`src/rtl/freelist_pkg.sv`:
```
// Shared rename package: freelist size defaults, depth derivation and the
// 4-slot bus packing helper (slot j occupies bits [(j+1)*w-1 : j*w]).
package freelist_pkg;

  localparam int unsigned WIDTH_DEF = 6;
  localparam int unsigned NARCH_DEF = 32;
  localparam int unsigned SLOTS     = 4;

  // Number of registers that live in the free list (must be a power of two).
  function automatic int unsigned depth_of(input int unsigned w, input int unsigned narch);
    return (32'd1 << w) - narch;
  endfunction

  // Low bit index of slot j on a 4-slot packed address bus.
  function automatic int unsigned slot_lo(input int unsigned j, input int unsigned w);
    return j * w;
  endfunction

endpackage

```
`src/rtl/freelist_if.sv`:
```
// Rename-side bundle of the freelist: allocation request/response, commit
// frees and the free-entry count.
//   i_req      per-slot allocation request
//   o_addr4x   allocated registers, 4 packed slots
//   o_stall    request cannot be satisfied this cycle
//   i_freeEn   per-slot free enable from commit
//   i_free4x   registers being released, 4 packed slots
//   o_count    registered number of free entries
//   o_err      (FREELIST_ERR_EN only) sticky free-misuse flag
interface freelist_if
  import freelist_pkg::*;
#(
  parameter int unsigned WIDTH = WIDTH_DEF,
  parameter int unsigned NARCH = NARCH_DEF
);
  localparam int unsigned DEPTH = depth_of(WIDTH, NARCH);
  localparam int unsigned CW    = $clog2(DEPTH) + 1;

  logic [SLOTS-1:0]       i_req;
  logic [SLOTS*WIDTH-1:0] o_addr4x;
  logic                   o_stall;
  logic [SLOTS-1:0]       i_freeEn;
  logic [SLOTS*WIDTH-1:0] i_free4x;
  logic [CW-1:0]          o_count;
`ifdef FREELIST_ERR_EN
  logic                   o_err;
`endif

  modport master (
    output i_req, i_freeEn, i_free4x,
    input  o_addr4x, o_stall, o_count
`ifdef FREELIST_ERR_EN
    , input o_err
`endif
  );

  modport slave (
    input  i_req, i_freeEn, i_free4x,
    output o_addr4x, o_stall, o_count
`ifdef FREELIST_ERR_EN
    , output o_err
`endif
  );

endinterface

```
`src/rtl/freelist_prefix.sv`:
```
// 4-bit mask -> exclusive prefix counts per slot plus total popcount.
//   mask   in   per-slot valid bits
//   pre    out  pre[j] = number of set bits below slot j
//   total  out  popcount(mask)
module freelist_prefix (
  input  logic [3:0]      mask,
  output logic [3:0][2:0] pre,
  output logic [2:0]      total
);

  logic [2:0] acc;

  // Running sum; each slot sees the count before adding its own bit.
  always_comb begin
    pre = '0;
    acc = '0;
    for (int j = 0; j < 4; j++) begin
      pre[j] = acc;
      acc    = acc + 3'(mask[j]);
    end
    total = acc;
  end

endmodule

```
`src/rtl/freelist.sv`:
```
// Physical-register free list for the 4-wide rename stage. Circular buffer
// of free register numbers: allocation reads at head (all-or-nothing, up to
// four per cycle), commit frees write at tail (up to four per cycle).
// Optional checking is enabled with the FREELIST_ERR_EN macro, which adds
// the sticky o_err flag to the interface.
//   i_clk    clock, rising edge
//   i_rst_n  asynchronous active-low reset
//   fl       freelist_if.slave (request/addresses/stall/frees/count)
module freelist
  import freelist_pkg::*;
#(
  parameter int unsigned WIDTH = WIDTH_DEF,
  parameter int unsigned NARCH = NARCH_DEF
) (
  input logic       i_clk,
  input logic       i_rst_n,
  freelist_if.slave fl
);

  localparam int unsigned DEPTH = depth_of(WIDTH, NARCH);
  localparam int unsigned PW    = $clog2(DEPTH);
  localparam int unsigned CW    = PW + 1;

  logic [WIDTH-1:0] mem [DEPTH];
  logic [PW-1:0]    head_q, head_d;
  logic [PW-1:0]    tail_q, tail_d;
  logic [CW-1:0]    count_q, count_d;

  logic [3:0][2:0]  req_pre, free_pre;
  logic [2:0]       n_req, n_free, n_alloc;
  logic [3:0]       free_vld;
  logic             stall;
  logic [SLOTS*WIDTH-1:0] addr4x;

  // Freed p0 is dropped so it never enters the list.
  always_comb begin
    free_vld = '0;
    for (int j = 0; j < 4; j++) begin
      free_vld[j] = fl.i_freeEn[j] && (fl.i_free4x[slot_lo(j, WIDTH) +: WIDTH] != '0);
    end
  end

  freelist_prefix u_req_prefix (
    .mask  (fl.i_req),
    .pre   (req_pre),
    .total (n_req)
  );

  freelist_prefix u_free_prefix (
    .mask  (free_vld),
    .pre   (free_pre),
    .total (n_free)
  );

  // Allocation response and next-state pointers/count.
  always_comb begin
    stall   = 32'(n_req) > 32'(count_q);
    n_alloc = stall ? 3'd0 : n_req;
    addr4x  = '0;
    for (int j = 0; j < 4; j++) begin
      if (fl.i_req[j] && !stall) begin
        addr4x[slot_lo(j, WIDTH) +: WIDTH] = mem[head_q + PW'(req_pre[j])];
      end
    end
    head_d  = head_q + PW'(n_alloc);
    tail_d  = tail_q + PW'(n_free);
    count_d = count_q - CW'(n_alloc) + CW'(n_free);
  end

  // Pointer and count registers.
  always_ff @(posedge i_clk or negedge i_rst_n) begin
    if (!i_rst_n) begin
      head_q  <= '0;
      tail_q  <= '0;
      count_q <= CW'(DEPTH);
    end else begin
      head_q  <= head_d;
      tail_q  <= tail_d;
      count_q <= count_d;
    end
  end

  // List storage; reset contents are the unmapped registers NARCH..2^WIDTH-1.
  always_ff @(posedge i_clk or negedge i_rst_n) begin
    if (!i_rst_n) begin
      for (int i = 0; i < int'(DEPTH); i++) begin
        mem[i] <= WIDTH'(NARCH + 32'(i));
      end
    end else begin
      for (int j = 0; j < 4; j++) begin
        if (free_vld[j]) begin
          mem[tail_q + PW'(free_pre[j])] <= fl.i_free4x[slot_lo(j, WIDTH) +: WIDTH];
        end
      end
    end
  end

  assign fl.o_addr4x = addr4x;
  assign fl.o_stall  = stall;
  assign fl.o_count  = count_q;

`ifdef FREELIST_ERR_EN
  logic [CW-1:0] seen_q, seen_d;
  logic          err_q, err_d;
  logic          overflow, early_free;
  logic [31:0]   seen_sum;

  // Overflow of capacity, or a free of a never-allocated architectural
  // register while fewer than DEPTH allocations have happened since reset.
  always_comb begin
    overflow   = (32'(count_q) + 32'(n_free) - 32'(n_alloc)) > DEPTH;
    early_free = 1'b0;
    for (int j = 0; j < 4; j++) begin
      if (free_vld[j] && (32'(fl.i_free4x[slot_lo(j, WIDTH) +: WIDTH]) < NARCH)
          && (32'(seen_q) < DEPTH)) begin
        early_free = 1'b1;
      end
    end
    seen_sum = 32'(seen_q) + 32'(n_alloc);
    seen_d   = (seen_sum > DEPTH) ? CW'(DEPTH) : CW'(seen_sum);
    err_d    = err_q || overflow || early_free;
  end

  always_ff @(posedge i_clk or negedge i_rst_n) begin
    if (!i_rst_n) begin
      seen_q <= '0;
      err_q  <= 1'b0;
    end else begin
      seen_q <= seen_d;
      err_q  <= err_d;
    end
  end

  assign fl.o_err = err_q;
`endif

endmodule

```
`src/flat_wrapper.sv`:
```
// flat-port wrapper written by rule: the top's interface ports become plain ports
module freelist_flat import freelist_pkg::*;
#(
  parameter int unsigned WIDTH = WIDTH_DEF,
  parameter int unsigned NARCH = NARCH_DEF
)
  (i_clk, i_rst_n, fl_i_req, fl_i_freeEn, fl_i_free4x, fl_o_addr4x, fl_o_stall, fl_o_count);
  freelist_if #(.WIDTH(WIDTH), .NARCH(NARCH)) fl_i ();
  input logic i_clk;
  input logic i_rst_n;
  input wire logic [$bits(fl_i.i_req)-1:0] fl_i_req;
  input wire logic [$bits(fl_i.i_freeEn)-1:0] fl_i_freeEn;
  input wire logic [$bits(fl_i.i_free4x)-1:0] fl_i_free4x;
  output wire logic [$bits(fl_i.o_addr4x)-1:0] fl_o_addr4x;
  output wire logic [$bits(fl_i.o_stall)-1:0] fl_o_stall;
  output wire logic [$bits(fl_i.o_count)-1:0] fl_o_count;
  assign fl_i.i_req = fl_i_req;
  assign fl_i.i_freeEn = fl_i_freeEn;
  assign fl_i.i_free4x = fl_i_free4x;
  assign fl_o_addr4x = fl_i.o_addr4x;
  assign fl_o_stall = fl_i.o_stall;
  assign fl_o_count = fl_i.o_count;
  freelist #(.WIDTH(WIDTH), .NARCH(NARCH)) u_core (.i_clk(i_clk), .i_rst_n(i_rst_n), .fl(fl_i));
endmodule
```
`config.mk`:
```
export PLATFORM = sky130hd
export DESIGN_NAME = freelist_flat
export DESIGN_NICKNAME = d
export VERILOG_FILES = /design/src/rtl/freelist_pkg.sv /design/src/rtl/freelist_if.sv /design/src/rtl/freelist_prefix.sv /design/src/rtl/freelist.sv /design/src/flat_wrapper.sv
export SDC_FILE = /design/constraint.sdc
export NUM_CORES = 1
export LEC_CHECK = 0
export BUFFER_PORTS_ARGS = -buffer_cell sky130_fd_sc_hd__buf_2
export CORE_ASPECT_RATIO = 1.4
export CORE_MARGIN = 3
export CORE_UTILIZATION = 30
export DETAILED_ROUTE_END_ITERATION = 7
export PLACE_DENSITY = 0.54
export SLEW_MARGIN = 20
export SYNTH_ARGS = -nofsm -noshare
export SYNTH_HDL_FRONTEND = slang
export SYNTH_HIERARCHICAL = 1
export SYNTH_SLANG_ARGS = --single-unit
```
`constraint.sdc`:
```
create_clock -name i_clk -period 5.4 [get_ports i_clk]
set_input_delay 0.27 -clock i_clk [delete_from_list [all_inputs] [get_ports i_clk]]
set_output_delay 0.27 -clock i_clk [all_outputs]
set_load 0.03 [all_outputs]
```
==> key figures <==
Timing
  • Min Tclk post-route: 4.97 ns
  • FMAX: 0.201 GHz
  • Clock skew: 0.0181 ns
  • Final critical-path share of the clock period: 92.1%
  • Final hold viol count: 0
  • Max-Slew Margin vs Limit: 12.9%
  • Worst Tran Pin Value: 1.30 ns
  • Final Max Slew Viols: 0
  • Setup tns final: 0 ns
  • RSZ-0062 raised after global routing: no
  • Final setup vio count: 0

Global route
  • Tot GR Track Use: 27.6%
  • Largest net degree at the start of global routing: 133
  • Vias in the first global route: 23300
  • Antenna violations before repair: 5
  • Overflow after GRT: 0
  • First-pass GRT wire length: 169000 um

Final layout
  • Layout cells sized above 1: 29.7%
  • Area Growth Syn to Fin: 11.0%
  • Filler cells: 7996
  • Non-Filler Instances: 3525
  • Nets: 2550

Routing
  • Antenna Violating Nets Remaining: 0
  • Final wirelength: 118000 um
  • 1st-pass router iterations: 5
  • Highest metal used: met5
  • Remaining DRCs: 0
  • Routed via count: 23500
  • Met2 wire length: 54900 um
  • Metal3 WL: 11400 um
  • Via/cell ratio: 6.68
  • DR WL/cell: 33.6 um
  • Initial drt markers: 2795
  • Met1 Routed Length: 40900 um

Synthesis
  • Post-synth EDFFs: 0
  • Synthesis-stage register bit count: 208
  • Ranking of synthesized cells by area: mux4_2, dfstp_2, dfrtp_1
  • Yosys cell types: 97
  • Synthesized cell area: 24100 sq um
  • Fraction of registers with async set/reset: 100%
  • Sequential area share after synthesis: 22.2%
  • Synth warn: 6
  • Area share of the largest cell type after synthesis: 18.0%
  • Syn Area/Cell: 9.76 sq um
  • Post-Syn Instances: 2465
  • Yosys top cell by area: mux4_2
  • Dominant synthesized flop cell: dfstp_2

Placement
  • PortBufs: 64
  • Routability congestion estimate: 0.984
  • Placed Cells: 3478
  • DP Wirelength: 83900 um

Worst setup path
  • Buf+Inv Stages, Crit Path: 7
  • Worst setup path start: fl_i_req[0]
  • Arrival @ worst endpoint: 4.70 ns
  • Top delay family on crit path: adder cells
  • CP endpoint kind: output port
  • CP Launch Type: input pin
  • Critical Path End: fl_o_addr4x[13]
  • R2R Path Start: u_core/tail_q[1]
  • Worst path cell trace: buf_2 -> inv_1 -> fa_1 -> inv_1 -> ha_1 -> inv_1 -> fa_1 -> inv_1 -> ha_1 -> nor2b_1 -> o21a_1 -> o2111ai_1 -> buf_4 -> nand4_1 -> a21oi_1 -> or3_1 -> buf_2
  • R2r setup slk: 1.56 ns
  • Max incr delay on CP: 0.78 ns
  • CP required: 5.13 ns
  • Crit-path max FO: 14
  • Crit-path most repeated cell: inv_1
  • Stages on the worst setup path: 17
  • FF-to-FF path depth: 7
  • Crit Path Category: input pin to output port
  • Slowest CP cell: a21oi_1
  • R2R Path End: u_core/mem[133]

Power
  • Pwr Density: 796 nW/um^2
  • Leak: 9.97 nW
  • Worst vdd ir: 0.549 mV

Worst hold path
  • HP Class: input pin to flop

Clock tree
  • CTS Root Cell: clkbuf_16
  • Clk slew on worst S/H paths: 0.08 ns
  • CTS buffer count: 24
  • Clk buf depth: 3
  • Clock Latency Late Sink: 0.58 ns
  • Clk sink count: 208
  • Post-CTS Setup Bufs: 0
  • H-tree levels: 1
  • TritonCTS clock tree: yes

Die
  • Initial cell density of the core: 30.4%
  • Die ar.: 83700 sq um
  • Std-Cell Rows: 122
  • Die width: 245 um
  • Core ar.: 79200 sq um
  • Die height: 341 um
  • IO Count: 65

Job
  • Max-cap violations: 0

Outcome
  • Status: completed
-- cell usage in the layout, fill, tap and decap left out, types with 14 or more instances in the layout --
| cell type | n |
|---|---|
| a211oi_1 | 107 |
| and2_1 | 28 |
| dfstp_2 | 113 |
| nand2_1 | 246 |
| buf_4 | 134 |
| a21oi_1 | 100 |
| mux2i_1 | 193 |
| o211ai_1 | 40 |
| o31ai_1 | 16 |
| or3_1 | 63 |
| o21ai_0 | 41 |
| a22oi_1 | 30 |
| ha_1 | 44 |
| nor2b_1 | 36 |
| dfrtp_1 | 95 |
| a221oi_1 | 37 |
| nand3_1 | 19 |
| nor3_1 | 107 |
| xnor2_1 | 18 |
| a32oi_1 | 48 |
| buf_2 | 63 |
| mux4_2 | 192 |
| and3_1 | 20 |
| clkbuf_16 | 25 |
| a21o_1 | 22 |
| nor3_2 | 14 |
| mux2_2 | 29 |
| inv_1 | 65 |
| o22ai_1 | 24 |
| o21ai_1 | 22 |
| nor2_1 | 104 |
| o311ai_0 | 27 |
| or2_2 | 21 |
| a221o_1 | 66 |
-- synth_stat cells (13+ instances only) --
cell,instances
nand2_1,246
mux2i_1,193
mux4_2,192
clkbuf_1,156
dfstp_2,113
a211oi_1,108
nor3_1,108
nor2_1,104
a21oi_1,101
dfrtp_1,95
a221o_1,66
inv_1,65
or3_1,63
a32oi_1,48
buf_2,48
ha_1,48
o21ai_0,41
o211ai_1,40
a221oi_1,37
nor2b_1,36
a22oi_1,30
mux2_2,29
and2_1,28
o311ai_0,27
o22ai_1,24
xnor2_1,24
o21ai_1,23
a21o_1,22
or2_2,21
and3_1,20
buf_1,19
nand3_1,19
buf_4,17
fa_1,17
o31ai_1,16
nor3_2,13
-- what timing repair did --
action / 4_1_cts / 5_1_grt
hold buffers: 1 / 0
resized for setup: 0 / 0
endpoints found under the setup margin: 0 / 0
endpoints found under the hold margin: 26 / 0
-- through the flow --
stage / instance area, sq um / utilization (%) / setup slack, ns / power (W) / hold slack, ns
after floorplan: 24100 / - / 0.904 / 0.0140 / -0.0256
after global placement: 25900 / 32.6 / 0.282 / 0.0188 / 0.336
after detailed placement: 25900 / 32.6 / 0.256 / 0.0190 / 0.338
after CTS: 26700 / 33.7 / 0.574 / 0.0208 / 0.152
after global routing: 26700 / 33.7 / 0.253 / 0.0221 / 0.213
final: 26700 / 33.7 / 0.427 / 0.0212 / 0.170
-- sequential cells by signal, summed over array words and instances, names as in the netlist --
register / flops
u_core/head_q: 5
u_core/fl.o_count: 6
u_core/tail_q: 5
u_core/mem: 192
-- layer usage --
layer / GRT usage, % / vias up
met5: 0 / -
met4: 21.8 / 6
met3: 5.65 / 464
met2: 44.8 / 1604
met1: 31.6 / 11800
li1: - / 9673
-- cell families after synthesis --
| family | after synthesis | synth area share [%] |
|---|---|---|
| buffers and inverters | 318 | 5.83 |
| and+or+nand+nor | 730 | 16.0 |
| other | 2 | 0.0312 |
| muxes | 414 | 27.4 |
| xor gates and xnor gates | 33 | 1.23 |
| adders and majority gates | 65 | 3.91 |
| DFF | 208 | 22.2 |
| AOI/OAI and AO/OA | 695 | 23.4 |
-- power by group --
part	switching (W)	internal, W	leakage [nW]
sequential	0.00153	0.00270	2.34
clock	0.000769	0.00102	0.405
combinational	0.00886	0.00636	7.23
-- worst min-delay path, stage by stage --
cell and delay [ns]:
buf_2 0.11, buf_4 0.19, nand2_1 0.07, a32oi_1 0.09
-- final cells by class --
type                       count  area, sq um  area share, %
timing repair buffer         203         1430           5.34
antenna                        2         5.00         0.0187
sequential                   208         5350           20.0
clock inverter                 8         92.6          0.347
clock buffer                  36          727           2.72
tap                         1054         1320           4.94
inverter                      65          244          0.914
multi-input combinational   1949        17500           65.7
-- how the worst min path moves through the flow --
stage | startpoint | endpoint | slack (ns) | depth (start not counted)
final | fl_i_free4x[12] | u_core/mem[156] | 0.17 | 4
after floorplan | i_rst_n | u_core/fl.o_count[0] | -0.03 | 0
after global routing | fl_i_free4x[12] | u_core/mem[108] | 0.21 | 4
after detailed placement | i_rst_n | u_core/mem[109] | 0.34 | 1
after global placement | i_rst_n | u_core/mem[109] | 0.34 | 1
after CTS | fl_i_free4x[12] | u_core/mem[156] | 0.15 | 4
Note: power is estimated with default switching activity, not from simulation.
